--- src/rtl/ro_meter_pkg.sv ---
// Shared definitions for the ring-oscillator frequency meter: FSM states and
// default build constants.
package ro_meter_pkg;

    typedef enum logic [1:0] {
        IDLE    = 2'd0,
        SETTLE  = 2'd1,
        MEASURE = 2'd2,
        REPORT  = 2'd3
    } ro_state_e;

    localparam int DEF_NUM_CH        = 16;
    localparam int DEF_CNT_W         = 24;
    localparam int DEF_GATE_W        = 24;
    localparam int DEF_SETTLE_CYCLES = 3;

endpackage

--- src/rtl/ro_edge_sync.sv ---
// Two-flop synchroniser plus rise detector for an oscillator output entering
// the system clock domain.
module ro_edge_sync (
    input  logic clk_i,
    input  logic rst_i,
    input  logic d_i,
    output logic rise_o
);

    logic s1_q, s2_q, prev_q;

    always_ff @(posedge clk_i) begin
        if (rst_i) begin
            s1_q   <= 1'b0;
            s2_q   <= 1'b0;
            prev_q <= 1'b0;
        end else begin
            s1_q   <= d_i;
            s2_q   <= s1_q;
            prev_q <= s2_q;
        end
    end

    assign rise_o = s2_q & ~prev_q;

endmodule

--- src/rtl/ro_freq_meter.sv ---
// Ring-oscillator output mux with a gated edge-counting frequency meter on
// the latched channel; single-shot or continuous windows, abortable.
module ro_freq_meter
    import ro_meter_pkg::*;
#(
    parameter int NUM_CH        = DEF_NUM_CH,
    parameter int SEL_W         = $clog2(NUM_CH),
    parameter int CNT_W         = DEF_CNT_W,
    parameter int GATE_W        = DEF_GATE_W,
    parameter int SETTLE_CYCLES = DEF_SETTLE_CYCLES
) (
    input  logic              wb_clk_i,
    input  logic              wb_rst_i,
    input  logic [NUM_CH-1:0] ro_in,
    input  logic [SEL_W-1:0]  ch_sel,
    input  logic [GATE_W-1:0] gate_cycles,
    input  logic              start,
    input  logic              cont,
    input  logic              abort,
    output logic              ro_mux_o,
    output logic              busy,
    output logic              done,
    output logic [CNT_W-1:0]  count,
    output logic              overflow
);

    localparam int               STL_W   = $clog2(SETTLE_CYCLES);
    localparam logic [CNT_W-1:0] CNT_MAX = {CNT_W{1'b1}};

    // Out-of-range selects read as a constant 0 rather than aliasing.
    function automatic logic pick(input logic [NUM_CH-1:0] v,
                                  input logic [SEL_W-1:0]  s);
        logic r;
        r = 1'b0;
        for (int i = 0; i < NUM_CH; i++) begin
            if (s == SEL_W'(i)) r = v[i];
        end
        return r;
    endfunction

    ro_state_e          state_q;
    logic [SEL_W-1:0]   lat_sel_q;
    logic [GATE_W-1:0]  lat_gate_q;
    logic               lat_cont_q;
    logic [STL_W-1:0]   stl_cnt_q;
    logic [GATE_W-1:0]  gate_cnt_q;
    logic [CNT_W-1:0]   edge_cnt_q, edge_cnt_d;
    logic               sat_q, sat_d;
    logic               meas_in, rise;

    assign ro_mux_o = pick(ro_in, ch_sel);
    assign meas_in  = pick(ro_in, lat_sel_q);

    ro_edge_sync u_sync (
        .clk_i  (wb_clk_i),
        .rst_i  (wb_rst_i),
        .d_i    (meas_in),
        .rise_o (rise)
    );

    always_comb begin
        edge_cnt_d = edge_cnt_q;
        sat_d      = sat_q;
        if (rise) begin
            if (edge_cnt_q == CNT_MAX) sat_d = 1'b1;
            else                       edge_cnt_d = edge_cnt_q + CNT_W'(1);
        end
    end

    always_ff @(posedge wb_clk_i) begin
        if (wb_rst_i) begin
            state_q    <= IDLE;
            busy       <= 1'b0;
            done       <= 1'b0;
            count      <= '0;
            overflow   <= 1'b0;
            lat_cont_q <= 1'b0;
        end else begin
            done <= 1'b0;
            if (abort) begin
                state_q <= IDLE;
                busy    <= 1'b0;
            end else begin
                case (state_q)
                    IDLE: begin
                        if (start) begin
                            lat_sel_q  <= ch_sel;
                            lat_gate_q <= gate_cycles;
                            lat_cont_q <= cont;
                            stl_cnt_q  <= '0;
                            busy       <= 1'b1;
                            state_q    <= SETTLE;
                        end
                    end
                    SETTLE: begin
                        edge_cnt_q <= '0;
                        gate_cnt_q <= '0;
                        sat_q      <= 1'b0;
                        if (stl_cnt_q == STL_W'(SETTLE_CYCLES - 1)) begin
                            state_q <= (lat_gate_q == '0) ? REPORT : MEASURE;
                        end else begin
                            stl_cnt_q <= stl_cnt_q + STL_W'(1);
                        end
                    end
                    MEASURE: begin
                        gate_cnt_q <= gate_cnt_q + GATE_W'(1);
                        edge_cnt_q <= edge_cnt_d;
                        sat_q      <= sat_d;
                        if (gate_cnt_q == lat_gate_q - GATE_W'(1)) state_q <= REPORT;
                    end
                    REPORT: begin
                        count      <= edge_cnt_q;
                        overflow   <= sat_q;
                        done       <= 1'b1;
                        edge_cnt_q <= '0;
                        gate_cnt_q <= '0;
                        sat_q      <= 1'b0;
                        lat_cont_q <= cont;
                        // A single-shot run stays single-shot even if cont rises mid-window.
                        if (lat_cont_q && cont) begin
                            state_q <= MEASURE;
                        end else begin
                            state_q <= IDLE;
                            busy    <= 1'b0;
                        end
                    end
                    default: begin
                        state_q <= IDLE;
                        busy    <= 1'b0;
                    end
                endcase
            end
        end
    end

endmodule

--- config.mk ---
export PLATFORM = sky130hd
export DESIGN_NAME = ro_freq_meter
export DESIGN_NICKNAME = d
export VERILOG_FILES = /design/src/rtl/ro_meter_pkg.sv /design/src/rtl/ro_edge_sync.sv /design/src/rtl/ro_freq_meter.sv
export SDC_FILE = /design/constraint.sdc
export NUM_CORES = 1
export LEC_CHECK = 0
export BUFFER_PORTS_ARGS = -buffer_cell sky130_fd_sc_hd__buf_2
export CORE_AREA = 2 2 109 111
export DETAILED_ROUTE_END_ITERATION = 16
export DIE_AREA = 0 0 111 113
export PLACE_DENSITY = 0.76
export SYNTH_ARGS = -nofsm -noshare
export SYNTH_HDL_FRONTEND = slang
export SYNTH_HIERARCHICAL = 1
export SYNTH_SLANG_ARGS = --single-unit
export TNS_END_PERCENT = 5
--- constraint.sdc ---
create_clock -name wb_clk_i -period 5.4 [get_ports wb_clk_i]
set_input_delay 1.08 -clock wb_clk_i [delete_from_list [all_inputs] [get_ports wb_clk_i]]
set_output_delay 1.08 -clock wb_clk_i [all_outputs]
set_load 0.03 [all_outputs]
### After elaboration in Yosys (flattened, before gate mapping)

Cells that the tools add are included.

| operators by class | value |
|---|---|
| bitwise gates (word level) | 4 |
| reductions and logical operators | 19 |
| multiplexer cells | 54 |
| add/sub/neg operators | 4 |
| equal/unequal tests | 44 |

Operators with widths:

| cell | number |
|---|---|
| 24-bit one-hot mux with 2 select lines | 2 |
| 4-bit equality test (second input constant) | 16 |
| 24-bit by 1-bit adder with 24-bit output (second input constant) | 2 |
| 24-bit 2-to-1 mux | 2 |
| 1-bit 2-to-1 mux | 39 |
| 4-bit by 3-bit equality test with 1-bit output (second input constant) | 8 |
| 24-bit equality test | 1 |
| 24-bit equality test (second input constant) | 1 |
| 24-bit logical NOT | 1 |
| 24-bit by 1-bit subtractor with 24-bit output (second input constant) | 1 |
| 4-bit by 2-bit equality test with 1-bit output (second input constant) | 4 |
| 2-bit inequality test (second input constant) | 8 |
| 5-bit AND reduction | 3 |
| 2-bit 2-to-1 mux | 6 |
| 3-bit AND reduction | 4 |
| 4-bit by 1-bit equality test with 1-bit output (second input constant) | 2 |
| 4-bit logical NOT | 2 |
| 2-bit one-hot mux with 4 select lines | 1 |
| 2-bit equality test (second input constant) | 3 |
| 1-bit one-hot mux with 2 select lines | 3 |
| 2-bit nonzero test | 3 |
| 2-bit one-hot mux with 2 select lines | 1 |
| 4-bit AND reduction | 1 |
| 2-bit OR reduction | 2 |
| 7 further kinds | 9 |

| storage, ports and cells | value |
|---|---|
| output and inout bits | 28 |
| logic and storage cells | 140 |
| register bits | 112 |
| input port bits | 49 |

### Longest topological paths before layout

| logic depth | value |
|---|---|
| depth after elaboration | 17 |
| gate-level depth with buffers | 10 |
| depth with buffers taken out | 10 |

### By module

Netlist, hierarchy kept.

By module, submodules not included:

| module | times used | area each (um2) | cells an instance | sequential area each (um2) |
|---|---|---|---|---|
| ro_freq_meter | 1 | 5,730.5 | 547 | 2,972.9 |
| ro_edge_sync | 1 | 87.6 | 7 | 60.1 |

### Worst setup path before layout

Ideal clock, no wire load.

| timing path | value |
|---|---|
| path kind | in2reg |
| start point | input port abort |
| end point | register edge_cnt_q[0], enable pin |
| data arrival time | 4,789 ps |
| setup slack | 169 ps |
| stages on the path | 2 |
| library setup time | 442 ps |
| buffers on the path | 0 |
| path through | nor3_1 > a21boi_0 |

| between the ends | value |
|---|---|
| word-level cells in the longest chain between the ends | 2 |

RTL lines:

| what | line | source |
|---|---|---|
| start, declared | ro_freq_meter.sv:19 | `input logic abort,` |
| 1-bit NOT (no source line) | -- |  |
| 5-bit AND reduction (no source line) | -- |  |
| end signal, assigned | ro_freq_meter.sv:107 | `edge_cnt_q <= edge_cnt_d;` |
| end, declared | ro_freq_meter.sv:47 | `logic [CNT_W-1:0] edge_cnt_q, edge_cnt_d;` |

No other way between the ends.
A chain may end at the register's enable or synchronous reset.

### Worst setup path in the final report

| timing path | value |
|---|---|
| start point | input port ch_sel[0] |
| end point | output port ro_mux_o |

| between the ends | value |
|---|---|
| word-level cells in the longest chain between the ends | 17 |

RTL lines:

| what | line | source |
|---|---|---|
| start, declared | ro_freq_meter.sv:15 | `input logic [SEL_W-1:0] ch_sel,` |
| 4-bit logical NOT | ro_freq_meter.sv:36 | `if (s == SEL_W'(i)) r = v[i];` |
| 1-bit 2-to-1 mux (15 in a row) | ro_freq_meter.sv:36 |  |
| 1-bit 2-to-1 mux (*) | ro_freq_meter.sv:36 |  |
| end, declared | ro_freq_meter.sv:20 | `output logic ro_mux_o,` |

Every way passes the cells marked *; elsewhere a longest branch is shown, timed or not.

==> flow_summary.json <==
{
  "endpoint_kind": "primary output",
  "post_synth_instance_area_um2": 5820,
  "dp_worst_setup_slack_ps": 1900,
  "top_level_ports": 77,
  "outcome": "completed",
  "cts_buffer_depth": 2,
  "pwr-share-comb_pct": 6.7,
  "cts_inserted_buffers": 9,
  "drc_violations_left": 0,
  "yosys_warnings": 6,
  "fin_worst_skew_ps": 5.62,
  "max_clk_rate_mhz": 285,
  "dpl.hpwl_mm": 8.56,
  "yosys_register_bits": 112,
  "grt_remaining_overflow": 0,
  "ant_nets": 0,
  "initial_drt_pass_iterations": 5,
  "grt_start_max_net_pins": 48,
  "fin_crit_ps": 3510,
  "cp.buffers_inverters": 2,
  "synthesis.area_per_instance_um2": 10.5,
  "asyncSetResetFlopFracSynth_pct": 0,
  "cp.arrival_ps": 2430,
  "critical_register_to_register_path_startpoint": "lat_gate_q[0]$_DFFE_PP_",
  "cts_resized": 0,
  "post-cts-setup-buffers": 0,
  "die_area_um2": 12500,
  "total_power_uw": 1710,
  "min_delay_worst_endpoint": "u_sync/s2_q$_SDFF_PP0_",
  "maxSlewHeadroom_pct": 35.2,
  "synth.yosys.seq_area_share_pct": 52.1,
  "cts.root.buffer_cell": "sky130_fd_sc_hd__clkbuf_16",
  "vias_in_the_first_global_route": 4160,
  "cts_sinks": 112,
  "global_route_usage_over_all_layers_pct": 19.1,
  "min_delay_path_depth": 1,
  "clk_transition_reported_paths_ps": 70,
  "cp_top_family": "multiplexers",
  "per_cell_routed_wire_length_um": 15.3,
  "syn2layout_area_growth_pct": 13.8,
  "maximum_level_of_the_cts_h_tree": 3,
  "rr_endpoint": "state_q[0]$_SDFFE_PN0P_",
  "clock_power_share_pct": 37.2,
  "switching_share_pct": 23.1,
  "syn_inst": 554,
  "critical-path-max-stage-delay_ps": 520,
  "internal_power_uw": 1310,
  "finalSetupViolCount": 0,
  "post-place-cells": 758,
  "synth.top_cell.area_share_pct": 40.8,
  "critical_path_cell_count": 4,
  "worst-setup-path-type": "in2out",
  "rows": 39,
  "timing.setup.tns_ps": 0,
  "antenna_violations_before_repair": 0,
  "viasPerCell": 5.72,
  "yosys.cell_types.count": 57,
  "maxSlewViolCount": 0,
  "port_buf_inserts": 76,
  "initial_core_util_pct": 51.6,
  "worst-r2r-setup-slack_ps": 2060,
  "detailroute.via_count": 4427,
  "final_weighted_congestion_in_routability_driven_placement": 0.823,
  "post_layout_nonfiller_instances": 774,
  "max-vdd-ir-drop_uv": 248,
  "worstSkewPairLatency_ps": 350,
  "synth.net_count": 612,
  "hold_start": "u_sync/s1_q$_SDFF_PP0_",
  "dieHeight_um": 113,
  "synth_most_common_cell": "sky130_fd_sc_hd__edfxtp_1",
  "ctsHoldBuffers": 0,
  "p_per_area_nw_per_um2": 258,
  "first_pass_grt_wire_length_mm": 19.5,
  "cellLeakagePower_uw": 0.00235,
  "finalWirelength_mm": 11.9,
  "synth_enable_flop_cells": 79,
  "timing.final.crit_share_pct": 65.0,
  "maxCapViolCount": 0,
  "floorplan_die_width_um": 111,
  "drtIter0Drc": 268,
  "post_synth_main_area_contributors": "sky130_fd_sc_hd__edfxtp_1 (41%), sky130_fd_sc_hd__dfxtp_1 (11%), sky130_fd_sc_hd__xor2_1 (5.3%), sky130_fd_sc_hd__xnor2_1 (4.7%), sky130_fd_sc_hd__nand2_1 (4.6%)",
  "postLayoutSetupSlackWorst_ps": 1890,
  "hold_violations": 0,
  "antennaDiodeCount": 0,
  "tritoncts": "done",
  "worst-slew-pin-transition_ps": 972,
  "crit_path_max_fanout": 5,
  "layout-drive-gt1-share_pct": 18.7,
  "worst_setup_path_start_kind": "primary input",
  "synth_common_cells": "sky130_fd_sc_hd__edfxtp_1 (79), sky130_fd_sc_hd__nand2_1 (72), sky130_fd_sc_hd__nor2_1 (60), sky130_fd_sc_hd__a21oi_1 (38), sky130_fd_sc_hd__xor2_1 (35)",
  "grt_setup_unrepaired": "no",
  "p_sw_uw": 395,
  "crit_chain": "buf_2 -> mux4_2 -> mux4_2 -> buf_2",
  "worst_r2r_path_depth": 10,
  "yosys_most_used_dff": "sky130_fd_sc_hd__edfxtp_1",
  "netlist.top_cell.by_area": "sky130_fd_sc_hd__edfxtp_1",
  "core-area_um2": 11300,
  "slowest_cell_on_crit_path": "sky130_fd_sc_hd__mux4_2",
  "hold_path.class": "reg2reg",
  "design.final.nets": 684,
  "worst_ep_required_time_ps": 4320,
  "p_seq_share_pct": 56.1
}
-- power groups by stage --
stage	clock network, uW	registers (uW)	logic, uW
2_1_floorplan	0	972	75.3
5_1_grt	676	959	127
3_3_place_gp	0	975	108
3_5_place_dp	0	976	114
6_report	635	957	115
4_1_cts	648	956	115
-- worst reg2reg max path, cell delays in order (launching register included) --
cell,delay [ps]
sky130_fd_sc_hd__edfxtp_1,480
sky130_fd_sc_hd__inv_1,140
sky130_fd_sc_hd__ha_1,240
sky130_fd_sc_hd__nor4b_1,490
sky130_fd_sc_hd__and4_1,410
sky130_fd_sc_hd__xnor2_1,150
sky130_fd_sc_hd__nand4_1,100
sky130_fd_sc_hd__or4_1,560
sky130_fd_sc_hd__nor4b_2,440
sky130_fd_sc_hd__o21ai_1,100
sky130_fd_sc_hd__o311a_1,130
-- cells by family (layout without fill, tap and decap cells) --
logic type / after synthesis / after routing / share of synthesized area, %
flops: 112 / 112 / 52.1
mux: 15 / 15 / 4.75
buf+inv: 32 / 109 / 2.19
compound gates: 68 / 68 / 6.71
fa+ha+maj: 9 / 9 / 1.94
xor+xnor: 66 / 66 / 9.94
simple gates: 252 / 252 / 22.3
-- worst max-delay path by stage --
| stage | startpoint | end | slack [ps] |
|---|---|---|---|
| after global routing | lat_gate_q[0]$_DFFE_PP_ | state_q[0]$_SDFFE_PN0P_ | 1790 |
| after floorplan | abort | edge_cnt_q[0]$_SDFFCE_PN0P_ | 170 |
| final | ch_sel[0] | ro_mux_o | 1890 |
| after detailed placement | ch_sel[0] | ro_mux_o | 1900 |
| after global placement | ch_sel[0] | ro_mux_o | 1930 |
| after CTS | ch_sel[0] | ro_mux_o | 1900 |
-- area by class of cell --
cell class,count,area [um^2]
well taps,143,179
multi-input cells,410,2670
clock inverters,6,53.8
repair buffers,80,410
fillers,894,4650
clock buffers,10,229
flip-flops and latches,112,3030
inverters,13,48.8
-- routing by layer --
metal  wire (um)  global-route usage [%]  vias to the layer above  part of all wire (%)
met1        4990                    23.8                     2125                    42
li1            -                       -                     2140                     -
met5           0                       0                        -                     0
met4         191                    6.25                        0                   1.6
met3         649                    3.59                       18                   5.5
met2        6050                    33.6                      144                    51
-- state kept, by name, summed over array words and instances, names as in the netlist --
register and flops:
lat_cont_q 1, lat_sel_q 4, busy 1, lat_gate_q 24, u_sync/s2_q 1, stl_cnt_q 2
u_sync/prev_q 1, sat_q 1, count 24, done 1, overflow 1, state_q 2
edge_cnt_q 24, u_sync/s1_q 1, gate_cnt_q 24
-- stage by stage --
step	cell area [um^2]	hold WS (ps)	util [%]
detailed placement	6340	432	56.2
global route	6620	466	58.7
global placement	6340	439	56.2
floorplan	5820	414	-
finish	6620	448	58.7
CTS	6620	451	58.7
-- cell usage in the layout, fill, tap and decap left out, types with 4 or more instances in the layout --
cell                         n
sky130_fd_sc_hd__ha_1        9
sky130_fd_sc_hd__nor2_1     60
sky130_fd_sc_hd__mux4_2     10
sky130_fd_sc_hd__buf_4       4
sky130_fd_sc_hd__and2_1      4
sky130_fd_sc_hd__nor4_1      9
sky130_fd_sc_hd__nand3_1    22
sky130_fd_sc_hd__clkbuf_16   9
sky130_fd_sc_hd__inv_1      13
sky130_fd_sc_hd__a21oi_1    38
sky130_fd_sc_hd__or3_1      11
sky130_fd_sc_hd__edfxtp_1   79
sky130_fd_sc_hd__nor3_1     11
sky130_fd_sc_hd__nand4_1     9
sky130_fd_sc_hd__and4_1      5
sky130_fd_sc_hd__xnor2_1    31
sky130_fd_sc_hd__nand2_1    72
sky130_fd_sc_hd__nor2b_1     6
sky130_fd_sc_hd__xor2_1     35
sky130_fd_sc_hd__nand2b_1    6
sky130_fd_sc_hd__or4_1       5
sky130_fd_sc_hd__mux2i_1     4
sky130_fd_sc_hd__and3_1      9
sky130_fd_sc_hd__dfxtp_1    33
sky130_fd_sc_hd__buf_2      76
sky130_fd_sc_hd__nand3b_1    4
sky130_fd_sc_hd__o21ai_0    13
No activity file was read; power rests on OpenSTA's default activity.
